--- src/rtl/hidden_spike_arbiter.sv ---
// Round-robin arbiter turning hidden-neuron spike requests into address events.
// Latency: request sampled at E0 -> one-cycle ack after E0 -> aer_valid from E1; one event per 3 cycles peak.
// Backpressure: aer_valid/aer_addr held in SEND until aer_ready; spike_req is not sampled while busy.
//
// Ports:
//   clk, resetn        clock, synchronous active-low reset
//   spike_req          level request per neuron, held until acknowledged
//   spike_ack          registered one-hot, single-cycle acknowledge to the winner
//   aer_valid/ready    address-event handshake toward the next layer
//   aer_addr           (ADDR_BASE + winner) mod 256, stable while aer_valid
//   count_clr          synchronous clear of event_count (wins over increment)
//   event_count        events accepted since reset/clear, wraps at 2^CNT_W
//   busy               state != IDLE
module hidden_spike_arbiter #(
    parameter int         N_NEURONS = 32,
    parameter logic [7:0] ADDR_BASE = 8'd0,
    parameter int         CNT_W     = 16
) (
    input  logic                 clk,
    input  logic                 resetn,
    input  logic [N_NEURONS-1:0] spike_req,
    output logic [N_NEURONS-1:0] spike_ack,
    output logic                 aer_valid,
    input  logic                 aer_ready,
    output logic [7:0]           aer_addr,
    input  logic                 count_clr,
    output logic [CNT_W-1:0]     event_count,
    output logic                 busy
);

    localparam int IDX_W = (N_NEURONS > 1) ? $clog2(N_NEURONS) : 1;
    // one extra bit so ptr + offset cannot overflow before the wrap correction
    localparam int SUM_W = IDX_W + 1;

    typedef enum logic [1:0] {
        IDLE = 2'd0,
        ACK  = 2'd1,
        SEND = 2'd2
    } state_t;

    state_t                 state, state_nxt;
    logic [IDX_W-1:0]       ptr, ptr_nxt;
    logic [IDX_W-1:0]       idx, idx_nxt;
    logic [N_NEURONS-1:0]   ack_nxt;
    logic                   valid_nxt;
    logic [7:0]             addr_nxt;
    logic [CNT_W-1:0]       count_nxt;

    logic [2*N_NEURONS-1:0] req_dbl;
    logic [N_NEURONS-1:0]   req_rot;
    logic [SUM_W-1:0]       off;
    logic [SUM_W-1:0]       sum;
    logic [IDX_W-1:0]       win;
    logic                   found;
    logic                   accept;

    // Rotate the request vector so index ptr lands at bit 0; the lowest set
    // bit of the rotated vector is then the round-robin winner's distance
    // from ptr. Doubling the vector makes the rotation a plain part-select.
    assign req_dbl = {spike_req, spike_req};
    assign req_rot = req_dbl[ptr +: N_NEURONS];
    assign found   = |spike_req;

    always_comb begin
        off = '0;
        for (int i = N_NEURONS - 1; i >= 0; i--) begin
            if (req_rot[i]) begin
                off = SUM_W'(i);
            end
        end
    end

    assign sum = {1'b0, ptr} + off;
    assign win = (sum >= SUM_W'(N_NEURONS)) ? IDX_W'(sum - SUM_W'(N_NEURONS))
                                            : IDX_W'(sum);

    assign accept = (state == SEND) && aer_valid && aer_ready;
    assign busy   = (state != IDLE);

    always_comb begin
        state_nxt = state;
        ptr_nxt   = ptr;
        idx_nxt   = idx;
        ack_nxt   = '0;
        valid_nxt = aer_valid;
        addr_nxt  = aer_addr;
        count_nxt = event_count;

        case (state)
            IDLE: begin
                if (found) begin
                    idx_nxt      = win;
                    ack_nxt[win] = 1'b1;
                    addr_nxt     = ADDR_BASE + 8'(win);
                    state_nxt    = ACK;
                end
            end
            ACK: begin
                valid_nxt = 1'b1;
                state_nxt = SEND;
            end
            SEND: begin
                if (aer_valid && aer_ready) begin
                    valid_nxt = 1'b0;
                    ptr_nxt   = (idx == IDX_W'(N_NEURONS - 1)) ? '0 : idx + IDX_W'(1);
                    state_nxt = IDLE;
                end
            end
            default: begin
                state_nxt = IDLE;
            end
        endcase

        if (count_clr) begin
            count_nxt = '0;
        end else if (accept) begin
            count_nxt = event_count + CNT_W'(1);
        end
    end

    always_ff @(posedge clk) begin
        if (!resetn) begin
            state       <= IDLE;
            ptr         <= '0;
            idx         <= '0;
            spike_ack   <= '0;
            aer_valid   <= 1'b0;
            aer_addr    <= 8'd0;
            event_count <= '0;
        end else begin
            state       <= state_nxt;
            ptr         <= ptr_nxt;
            idx         <= idx_nxt;
            spike_ack   <= ack_nxt;
            aer_valid   <= valid_nxt;
            aer_addr    <= addr_nxt;
            event_count <= count_nxt;
        end
    end

endmodule

--- config.mk ---
export PLATFORM = sky130hd
export DESIGN_NAME = hidden_spike_arbiter
export DESIGN_NICKNAME = d
export VERILOG_FILES = /design/src/rtl/hidden_spike_arbiter.sv
export SDC_FILE = /design/constraint.sdc
export NUM_CORES = 1
export LEC_CHECK = 0
export CAP_MARGIN = 20
export CORE_MARGIN = 8
export CORE_UTILIZATION = 45
export DETAILED_ROUTE_END_ITERATION = 10
export GPL_ROUTABILITY_DRIVEN = 1
export GPL_TIMING_DRIVEN = 1
export PLACE_DENSITY = 0.68
export SYNTH_ARGS = -nofsm -noshare
export SYNTH_HDL_FRONTEND = slang
export SYNTH_SLANG_ARGS = --single-unit
--- constraint.sdc ---
create_clock -name clk -period 13.63 [get_ports clk]
set_input_delay 2.726 -clock clk [delete_from_list [all_inputs] [get_ports clk]]
set_output_delay 2.726 -clock clk [all_outputs]
set_load 0.03 [all_outputs]
=== After elaboration in Yosys (flattened, before gate mapping) ===
Index checks and enable logic that the tools add are counted.

* Add/subtract/negate cells: 4
* $mul: 0
* Divide/modulo/power cells: 0
* Order comparisons: 3
* Eq/ne operators: 5
* Shift-type cells: 1
* Mux-type cells: 41
* Bitwise gates (word level): 1
* Reduce and logical (&&, ||, !) cells: 14

{| class="wikitable"
|+ Operator list
! cell !! count
|-
| two-way mux 6 bit || 30
|-
| variable part select 64 x 6 -> 32 bit || 1
|-
| OR reduction 32 bit || 1
|-
| two-way mux 5 bit || 4
|-
| adder 16 x 1 -> 16 bit (second input constant) || 1
|-
| AND reduction 2 bit || 4
|-
| adder 5 x 6 -> 6 bit || 1
|-
| >= comparator 6 bit (second input constant) || 1
|-
| less-than comparator 5 x 6 -> 1 bit (second input constant) || 1
|-
| one-hot mux 2 bit (3 select lines) || 1
|-
| adder 5 x 1 -> 5 bit (second input constant) || 1
|-
| demux 1 bit (select 5 bit) || 1
|-
| equality test 5 bit (second input constant) || 1
|-
| >= comparator 5 x 1 -> 1 bit (second input constant) || 1
|-
| subtractor 5 x 1 -> 5 bit (second input constant) || 1
|-
| logical AND 1 bit || 4
|-
| two-way mux 2 bit || 2
|-
| nonzero test 2 bit || 2
|-
| AND reduction 3 bit || 1
|-
| equality test 2 x 1 -> 1 bit (second input constant) || 1
|-
| equality test 2 bit (second input constant) || 1
|-
| logical NOT 2 bit || 1
|-
| two-way mux 1 bit || 2
|-
| != test 2 x 1 -> 1 bit (second input constant) || 1
|-
| 4 further kinds || 4
|}

* Register bits after elaboration: 61
* Latch bits: 0
* Bits in writable memories: 0
* Memory bits (read-only): 0
* Input bits: 36
* Output and inout port bits: 58
* Word-level logic and storage cells: 75
* Memories kept: 0

=== Longest topological paths before layout ===
* Depth after elaboration: 40
* Depth in mapped cells: 22
* Gate-level depth less buffers: 15

=== Worst setup path before layout ===
Ideal clock, no wire load.

* Kind: input-to-reg
* From: input spike_req[31]
* To: register spike_ack[5]
* Library setup time: 0.130 ns
* Arrival time: 6.526 ns
* Data required time: 13.500 ns
* Setup slack: 6.974 ns
* Stages: 15
* Path buffers: 1
* Path through: mux4_2 -> mux4_2 -> a222oi_1 -> o211ai_1 -> a2111o_1 -> o21ai_0 -> a21oi_1 -> ha_1 -> fa_1 -> a21o_1 -> a21oi_1 -> xnor2_1 -> xor2_2 -> buf_4 -> nor3_1

* Word-level cells in the longest chain between the ends: 40
* Elaborated cells on any way between the ends: 44
* Classes of those cells: add/sub: 2; order compare: 3; shift: 1; mux: 35; reduce/logical: 3

{| class="wikitable"
|+ Ends and longest elaborated chain
! item !! RTL line !! RTL
|-
| start, declared || 21 || <nowiki>input logic [N_NEURONS-1:0] spike_req,</nowiki>
|-
| variable part select 64 x 6 -> 32 bit || 61 || <nowiki>assign req_rot = req_dbl[ptr +: N_NEURONS];</nowiki>
|-
| two-way mux 5 bit (2 in a row) || 67 || <nowiki>if (req_rot[i]) begin</nowiki>
|-
| two-way mux 6 bit (30 in a row) || 67 ||
|-
| adder 5 x 6 -> 6 bit || 73 || <nowiki>assign sum = {1'b0, ptr} + off;</nowiki>
|-
| subtractor 5 x 1 -> 5 bit or >= comparator 6 bit (tied branches) || 74 || <nowiki>assign win = (sum >= SUM_W'(N_NEURONS)) ? IDX_W'(sum - SUM_W'(N_NEURONS))</nowiki>
|-
| two-way mux 5 bit || 74 ||
|-
| less-than comparator 5 x 6 -> 1 bit (not written as such) or >= comparator 5 x 1 -> 1 bit (tied branches) || 93 || <nowiki>ack_nxt[win] = 1'b1;</nowiki>
|-
| logical AND 1 bit (not written as such) || 93 ||
|-
| two-way mux 1 bit (not written as such) || 93 ||
|-
| demux 1 bit (select 5 bit) || 93 ||
|-
| end signal, assigned || 134 || <nowiki>spike_ack <= ack_nxt;</nowiki>
|-
| end, declared || 22 || <nowiki>output logic [N_NEURONS-1:0] spike_ack,</nowiki>
|}

Several ways; a longest one is shown, not always the timed one.
A chain may end at the register's enable or synchronous reset.

=== Worst setup path after layout ===
* From: input spike_req[26]
* To: register spike_ack[0]

Same word-level chain as after synthesis.

==> flow_summary.toml <==
[global_route]
gr-max-usage-layer = "met2"
gr-usage-met2 = 0.340
overflow = 0
grt_max_degree = 68
grt_pass1_wl_mm = 32.1
globalRouteMet1Util = 0.282
grt_pass1_vias = 5777
grt_use_total = 0.217
use_met3 = 0.0540
antenna_found_initial = 0

[worst_setup_path]
critPathMaxStageDelay_ns = 0.77
required_ns = 13.90
cp.arrival_ns = 8.00
cp-end-kind = "flip-flop"
cp_top_family = "compound AO/OA/AOI/OAI gates"
critPathBufInv = 1
cpMaxStageDelayCell = "xnor2_2"
cp-start-kind = "primary input"
critPathKind = "in2reg"
crit_path_frequent_cell = "a21oi_1"
worst-path-max-fanout = 17
crit_chain = "clkdlybuf4s50_1, mux4_2, mux4_2, a2111oi_0, nor2_1, a21oi_1, o221ai_1, a21oi_1, ha_1, fa_1, a21o_1, a21oi_1, xnor2_1, xnor2_2, and3_1"

[floorplan]
core_region_area_um2 = 14500
rows = 44
dieArea_um2 = 18900
initial_utilization = 0.459
die_h_um = 138
boundaryPins = 94
die_w_um = 138

[synth]
synth_compound_area_frac = 0.113
syn_avg_cell_area_um2 = 10.2
synthArstFlopShare = 0
synth_adder_area_share = 0.0162
ys_types = 63
synth_cells = 649
synth-seq-cells = 61
yosysSeqAreaShare = 0.184
synth_top_family_by_area = "multiplexers"
syn_area_um2 = 6650
muxShareOfSynthArea = 0.432
yosysWarnings = 0
synth_edf_count = 0
synth_ff_type = "dfxtp_1"
synth-xor-area-share = 0.0299
yosys.area_share.simple = 0.167

[sta]
setup_violations = 0
fin_crit_ns = 7.73
hold_violations = 0
fin_crit_sh = 0.567
holdWs_ns = 0.499
setup_slack_ns = 5.90
worstMarginPinSlew_ns = 0.903
fin_skew_ns = 0.00500
rsz0062_at_grt = "no"
max_freq_mhz = 129
report.final.slew_viol_count = 0
tns_ns = 0
slew_headroom = 0.395

[min_path]
hold_class = "reg2reg"

[pwr]
intPower_w = 0.000384
p_sw_frac = 0.287
vdd_drop_max_v = 0.0000602
switching_power_w = 0.000155
power_density_nw_per_um2 = 69.1
seq_power_share = 0.344
pwr-share-clk = 0.419
p_comb_frac = 0.237
p_leak_nw = 2.51

[detailed_routing]
wl_per_cell_um = 23.8
ant_nets = 0
num_vias = 6110
dr.pass1.iters = 5
drtIter0Drc = 813
drcViolationCount = 0
avgViaCountPerCell = 6.95
wl_mm = 20.9

[placement]
place_ws_ns = 5.69
place_inst = 863
io_buffer_count = 90
place_congestion = 0.958
hpwl_mm = 15.1

[clocking]
root_buffer = "clkbuf_16"
postCtsHoldBufs = 0
numCtsBuffers = 9
htreeDepth = 3
cts_tree = "built"
clk_path_buf_depth = 2
clkLatencyLatePin_ns = 0.33
post_cts_buffers = 0
clock-sinks = 61
path_clk_slew_ns = 0.05
cts_resized = 0

[finish]
drive_above_1_share = 0.236
antenna-diode-count = 0
final_cells = 879
final_util = 0.539
syn_to_final_growth_pct = 17.3
nets = 734
fillCellCount = 1248

[outcome]
status = "finished, final reports clean"

[run]
max_cap_violations = 0
[worst paths after layout]
check	startpoint	endpoint	slack, ns	depth (start not counted)
min reg2reg	event_count[1]	event_count[1]	0.50	2
max	spike_req[26]	spike_ack[0]	5.90	15
min	event_count[1]	event_count[1]	0.50	2
max reg2reg	ptr[1]	spike_ack[0]	7.85	15
[synth_stat cells, drive strengths merged, types with 10 or more instances]
library cell / number / area (µm²)
mux4: 104 / 2340
dfxtp: 61 / 1220
nand2: 60 / 225
nor2: 51 / 191
buf: 40 / 240
mux2i: 37 / 370
a21oi: 33 / 165
nor3: 30 / 185
clkbuf: 28 / 105
xor2: 15 / 139
mux2: 14 / 158
nand3: 14 / 70.1
nor4: 12 / 75.1
o21ai: 12 / 60.1
inv: 11 / 41.3
and3: 10 / 62.6
[flip-flops by register name, indices dropped and copies added, names as in the netlist]
register     cells
aer_addr         5
aer_valid        1
event_count     16
ptr              5
spike_ack       32
state            2
[worst reg2reg max path, delay by kind of cell, from the launching register on]
family,cells,cell delay (ns)
simple gates,1,0.27
compound gates,7,1.59
xor+xnor,2,0.94
fa+ha+maj,2,0.66
buf+inv,1,0.67
mux,2,0.96
flops,1,0.62
[final cells by class]
type	instances	area, µm²	area share
multi-input combinational	511	5050	0.647
inverter	11	41.3	0.00529
sequential	61	1230	0.158
tap	184	230	0.0295
timing repair buffer	96	946	0.121
clock buffer	11	243	0.0311
clock inverter	5	60.1	0.00770
[layer usage]
layer  vias up  part of all wire
li1       2624                 -
met1      2972              0.38
met2       430              0.47
met3        84              0.11
met4         0             0.040
met5         -                 0
[metrics by stage]
stage / power (W) / instance area [µm²]
global placement: 0.000311 / 7500
floorplan: 0.000269 / 6660
detailed placement: 0.000313 / 7500
CTS: 0.000539 / 7800
finish: 0.000539 / 7800
global route: 0.000559 / 7800
[power groups by stage]
stage / sequential [W] / clock [W] / combinational (W)
after floorplan: 0.000192 / 0 / 0.0000777
after global placement: 0.000189 / 0 / 0.000122
after detailed placement: 0.000189 / 0 / 0.000124
after CTS: 0.000185 / 0.000230 / 0.000124
after global routing: 0.000186 / 0.000239 / 0.000134
final: 0.000185 / 0.000226 / 0.000128
[cells by family (layout without fill, tap and decap cells)]
group / count (synthesis) / in the layout
fa+ha+maj: 8 / 8
mux: 155 / 155
xor+xnor: 21 / 21
simple gates: 221 / 221
compound gates: 103 / 103
flops: 61 / 61
buf+inv: 79 / 123
other cells: 1 / 3
[placed cells by master (no fill, tap or decap), types with 3 or more instances in the layout]
cell | netlist | final
mux4_2 | 104 | 104
clkdlybuf4s50_1 | 0 | 90
nand2_1 | 60 | 60
dfxtp_1 | 61 | 56
nor2_1 | 51 | 51
mux2i_1 | 37 | 37
a21oi_1 | 33 | 33
nor3_1 | 23 | 23
mux2_2 | 14 | 14
nand3_1 | 14 | 14
xor2_1 | 14 | 14
nor4_1 | 12 | 12
o21ai_0 | 12 | 12
inv_1 | 10 | 10
and3_1 | 10 | 10
clkbuf_16 | 0 | 9
a22o_1 | 8 | 8
nand2b_1 | 8 | 8
nor2b_1 | 7 | 7
nand4_1 | 7 | 7
nor3_2 | 7 | 7
ha_1 | 7 | 7
a22oi_1 | 6 | 6
buf_4 | 8 | 6
and2_1 | 5 | 5
or2_2 | 5 | 5
xnor2_1 | 5 | 5
a2111oi_0 | 4 | 4
o211ai_1 | 4 | 4
a21o_1 | 4 | 4
or3_1 | 4 | 4
dfxtp_2 | 0 | 4
a2111o_1 | 3 | 3
o2111ai_1 | 3 | 3
a211oi_1 | 3 | 3
o221ai_1 | 3 | 3
conb_1 | 1 | 3
Note: power is estimated with default switching activity, not from simulation.
